[config.mk]
export PLATFORM = sky130hd
export DESIGN_NAME = serial_parity_rx
export DESIGN_NICKNAME = d
export VERILOG_FILES = /design/src/rtl/serial_parity_rx.sv
export SDC_FILE = /design/constraint.sdc
export NUM_CORES = 1
export LEC_CHECK = 0
export ABC_AREA = 0
export BUFFER_PORTS_ARGS = -buffer_cell sky130_fd_sc_hd__buf_2
export CORE_MARGIN = 1.5
export CORE_UTILIZATION = 50
export CTS_CLUSTER_SIZE = 10
export DETAILED_ROUTE_END_ITERATION = 12
export PLACE_DENSITY = 0.77
export RECOVER_POWER = 25
export SYNTH_ARGS = -nofsm -noshare
export SYNTH_HDL_FRONTEND = slang
export SYNTH_SLANG_ARGS = --single-unit
[constraint.sdc]
create_clock -name clk -period 3.4 [get_ports clk]
set_clock_uncertainty 0.1 [all_clocks]
set_input_delay 0.51 -clock clk [delete_from_list [all_inputs] [get_ports clk]]
set_output_delay 0.51 -clock clk [all_outputs]
set_load 0.01 [all_outputs]
[src/rtl/serial_parity_rx.sv]
// Serial frame receiver: start bit, DATA_W data bits LSB first, parity bit, stop bit, into one holding register.
// Parity sense: even by default; odd when SERIAL_PARITY_ODD_EN is defined.
module serial_parity_rx #(
    parameter int DATA_W = 8
) (
    input  logic              clk,
    input  logic              rst_n,
    input  logic              rx_bit,
    input  logic              rx_valid,
    output logic [DATA_W-1:0] out_data,
    output logic              out_valid,
    input  logic              out_ready,
    output logic              par_err,
    output logic              frm_err,
    output logic              ovr_err,
    output logic              busy
);

    localparam int CNT_W = $clog2(DATA_W);
    localparam logic [CNT_W-1:0] LAST_BIT = CNT_W'(DATA_W - 1);

`ifdef SERIAL_PARITY_ODD_EN
    localparam logic PARITY_OK = 1'b1;
`else
    localparam logic PARITY_OK = 1'b0;
`endif

    typedef enum logic [1:0] {
        IDLE,
        DATA,
        PARITY,
        STOP
    } state_t;

    state_t            state;
    logic [CNT_W-1:0]  bit_cnt;
    logic [DATA_W-1:0] shift_reg;
    logic              acc;

    // The holding register may take a new frame if empty or being emptied this cycle.
    logic can_load;
    assign can_load = !out_valid || out_ready;

    // NOTE: all state uses non-blocking assignments so every branch reads pre-edge values.
    always_ff @(posedge clk or negedge rst_n) begin
        if (!rst_n) begin
            state     <= IDLE;
            bit_cnt   <= '0;
            shift_reg <= '0;
            acc       <= 1'b0;
            out_data  <= '0;
            out_valid <= 1'b0;
            par_err   <= 1'b0;
            frm_err   <= 1'b0;
            ovr_err   <= 1'b0;
            busy      <= 1'b0;
        end else begin
            ovr_err <= 1'b0;
            if (out_valid && out_ready) begin
                out_valid <= 1'b0;
            end

            if (rx_valid) begin
                case (state)
                    IDLE: begin
                        if (!rx_bit) begin
                            state   <= DATA;
                            busy    <= 1'b1;
                            bit_cnt <= '0;
                            acc     <= 1'b0;
                        end
                    end
                    DATA: begin
                        shift_reg <= {rx_bit, shift_reg[DATA_W-1:1]};
                        acc       <= acc ^ rx_bit;
                        bit_cnt   <= bit_cnt + 1'b1;
                        if (bit_cnt == LAST_BIT) begin
                            state <= PARITY;
                        end
                    end
                    PARITY: begin
                        acc   <= acc ^ rx_bit;
                        state <= STOP;
                    end
                    STOP: begin
                        state <= IDLE;
                        busy  <= 1'b0;
                        if (can_load) begin
                            out_valid <= 1'b1;
                            out_data  <= shift_reg;
                            par_err   <= (acc != PARITY_OK);
                            frm_err   <= !rx_bit;
                        end else begin
                            // Holding register still owned by the consumer: drop this frame.
                            ovr_err <= 1'b1;
                        end
                    end
                    default: begin
                        state <= IDLE;
                        busy  <= 1'b0;
                    end
                endcase
            end
        end
    end

endmodule

; Word-level counts from Yosys, hierarchy flattened
; Index checks and enable logic that the tools add are counted.
[word_totals]
word_cells = 49
register_bits = 27
[classes]
mux = 16
n_addsub = 1
bitwise_logic = 1
eq_ne = 6
n_reduce_logical = 15
[ops]
columns = cell, count
row1 = AND reduction 3 bit, 5
row2 = 2-to-1 mux 1 bit, 9
row3 = case mux 2 bit (4 select lines), 1
row4 = case mux 3 bit (2 select lines), 1
row5 = nonzero test 2 bit, 3
row6 = "== test 2 bit, second input constant", 2
row7 = 2-to-1 mux 2 bit, 2
row8 = "inequality test 2 bit, second input constant", 2
row9 = case mux 1 bit (2 select lines), 2
row10 = "adder 3 x 1 -> 3 bit, second input constant", 1
row11 = "== test 3 bit, second input constant", 1
row12 = 2-to-1 mux 3 bit, 1
row13 = "== test 2 x 1 -> 1 bit, second input constant", 1
row14 = zero test 1 bit, 2
row15 = zero test 2 bit, 1
row16 = AND reduction 2 bit, 1
row17 = OR reduction 2 bit, 1
row18 = logical AND 1 bit, 1
row19 = logical OR 1 bit, 1
row20 = bitwise XOR 1 bit, 1

; Longest topological paths before layout
[logic_depth]
word_depth = 5
depth_mapped = 5
mapped_depth_nobuf = 5

; Worst setup path before layout
; No wires, ideal clock.
[synth_timing]
kind = reg-to-reg
startpoint = register state[0]
endpoint = register state[1]
required_ns = 3.175
stages_incl_launch_ff = 6
slack_ns = 1.874
path_buffers = 0
synth_period_minus_slack_ns = 1.526
t_arrival_ns = 1.301
path_cell_list = dfrtp_1 inv_1 ha_1 a21boi_4 o21ai_2 mux2_4
[synth_via]
elab_chain_len = 3
word_cells_on_any_way = 8
[synth_lines]
columns = element, line_no
row1 = "start, declared", 35  ; state_t state;
row2 = "start signal, assigned", 47  ; state <= IDLE;
row3 = "start signal, assigned", 67  ; state <= DATA;
row4 = "start signal, assigned", 78  ; state <= PARITY;
row5 = == test 2 x 1 -> 1 bit or zero test 2 bit (tied branches), 64  ; case (state)
row6 = inequality test 2 bit (no source line), -
row7 = AND reduction 3 bit (no source line), -
; Several ways; a longest one is shown, not always the timed one.
; A chain may end at the register's enable or synchronous reset.

; Worst setup path after layout
[layout_timing]
startpoint = register state[1]
endpoint = register state[1]
; The elaborated chain is that of the path after synthesis.

==> flow_summary.json <==
{
  "synth_fp_nets": 91,
  "place_congestion": 0.8354,
  "post-place-ws_ns": 1.761,
  "fin_ws_ns": 1.715,
  "netlist_area_sq_um": 1199,
  "cp_data_required_time_ns": 3.52,
  "die_x_um": 51.96,
  "multi_input_area_sq_um": 496.7,
  "grt_max_degree": 28,
  "diodes": 0,
  "seqCellArea_sq_um": 675.6,
  "rows": 17,
  "rsz0062_at_grt": "false",
  "hpwl_mm": 1.363,
  "reg2regPathDepth": 5,
  "worst_setup_path_end_kind": "flop",
  "cts.sinks": 27,
  "io_buffers": 17,
  "final_cell_mix": "dfrtp_1, buf_2, mux2_4",
  "antenna_found_initial": 0,
  "drive_gt1_share_pct": 43.00,
  "drt_iter0_drc": 5,
  "setup_viol": 0,
  "ys_warn_count": 0,
  "nFillCells": 190,
  "drv_cap": 0,
  "synth_cell_types": 19,
  "startpoint": "state[1]",
  "layout.nets": 113,
  "mostFrequentLayoutCell": "dfrtp_1",
  "cts_htree_levels": 1,
  "cts_buffers": 3,
  "fin_crit_ns": 1.685,
  "ys_ff_latch": 27,
  "wl_per_cell_um": 14.55,
  "clkSlewWorstSetupHoldPaths_ns": 0.14,
  "syn_area_per_cell_sq_um": 15.17,
  "grt_pass1_vias": 699,
  "slew_headroom_pct": 5.871,
  "final_antenna_net_count": 0,
  "track_usage_pct": 16.30,
  "ys_seq_area_share_pct": 56.37,
  "status": "finished, final reports clean",
  "fin_util_pct": 60.06,
  "p_leak_nw": 0.6828,
  "hp-class": "in -> reg",
  "die_y_um": 51.96,
  "finalCritPeriodShare_pct": 49.57,
  "postCtsSetupBuffers": 0,
  "powerDensity_nw_per_um2": 901.5,
  "drc": 0,
  "cts_buffer_depth": 2,
  "dr.pass1.iters": 4,
  "initial_core_util_pct": 53.67,
  "r2r-start": "state[1]",
  "critPathCapture": "state[1]",
  "core_area_sq_um": 2233,
  "synthesis.instances": 79,
  "critPathKind": "reg -> reg",
  "cts_tree": "built",
  "worstPathArrival_ns": 1.80,
  "ir_worst_vdd_uv": 495.7,
  "hold_buffers": 0,
  "finalHoldViolations": 0,
  "dp.cells": 124,
  "avgViaCountPerCell": 5.281,
  "globalRouteOverflowTotal": 0,
  "cts-resized-gates": 0,
  "grt_pass1_wl_mm": 3.174,
  "drt-total-wl_mm": 1.863,
  "tns_ns": 0,
  "start_kind": "flop",
  "r2r_end": "state[1]",
  "tightest_slew_ns": 1.412,
  "clock-root-buffer": "clkbuf_4",
  "cp_max_fo": 7,
  "dieArea_sq_um": 2700,
  "fmax_mhz": 593.4,
  "fin_cells": 128,
  "drv_slew": 0,
  "vias": 676,
  "clkLatencyLatePin_ns": 0.32,
  "num_io_pins": 18,
  "area.growth.synth_to_final_pct": 11.90,
  "r2r_slack_ns": 1.71
}
[metal layers]
layer / GRT usage [%] / vias up / part of all wire [%]
met3: 2.874 / 2 / 2.9
li1: - / 317 / -
met2: 27.43 / 14 / 50
met5: 0 / - / 0
met1: 19.85 / 343 / 45
met4: 8.333 / 0 / 1.3
[worst min path at each step]
stage	from	to	slack [ns]	cells after the start
global placement	acc	acc	0.37	1
floorplan	rst_n	acc	0.11	0
detailed placement	acc	acc	0.38	1
CTS	rst_n	shift_reg[7]	0.08	1
global route	out_ready	ovr_err	0.33	3
finish	out_ready	ovr_err	0.34	3
[logic make-up after synthesis]
family / Yosys count / share of synthesized area, %
mux: 22 / 23.49
flops: 27 / 56.37
compound gates: 7 / 5.011
simple gates: 11 / 5.637
buf+inv: 5 / 2.192
fa+ha+maj: 7 / 7.307
[cell usage after synthesis]
master    count  area (sq um)
a22o_1        2         17.52
inv_1         4         15.01
a21oi_1       2         10.01
nor2_1        2         7.510
mux2_4       10         150.1
a21boi_4      1         18.77
buf_6         1         11.26
o21ai_1       1         5.000
mux2i_1       3         30.03
dfrtp_1      27         675.7
ha_1          7         87.58
nor3b_1       1         7.510
nand4b_1      1         8.760
nor2b_1       2         12.51
and2_1        1         6.260
o21ai_2       1         8.760
mux2_2        9         101.4
nand2b_4      1         13.76
nand2_1       3         11.26
[power by group]
group          leakage [nW]  internal (mW)  switching, mW
Combinational         0.331          0.290          0.216
Sequential            0.334          0.469         0.0972
Clock                0.0177         0.0440         0.0929
Total                 0.683          0.803          0.406
[cell type report]
type | count | area share [%]
Clock buffer | 3 | 1.679
Clock inverter | 1 | 0.3731
Inverter | 4 | 1.119
Multi-Input combinational cell | 47 | 37.03
Sequential cell | 27 | 50.37
Tap cell | 28 | 2.612
Timing Repair Buffer | 18 | 6.810
[critical path, cell delays in order, from the launching register on]
cell      delay (ns)
dfrtp_1         0.47
inv_1           0.09
ha_1            0.26
a21boi_4        0.24
o21ai_2         0.12
mux2_4          0.31
[metrics by stage]
step | power [mW] | hold slack (ns) | instance area (sq um)
2_1_floorplan | 0.9360 | 0.1144 | 1199
3_3_place_gp | 1.056 | 0.3683 | 1315
3_5_place_dp | 1.090 | 0.3759 | 1315
4_1_cts | 1.224 | 0.08399 | 1343
5_1_grt | 1.301 | 0.3335 | 1341
6_report | 1.209 | 0.3417 | 1341
Note: power is estimated with default switching activity, not from simulation.
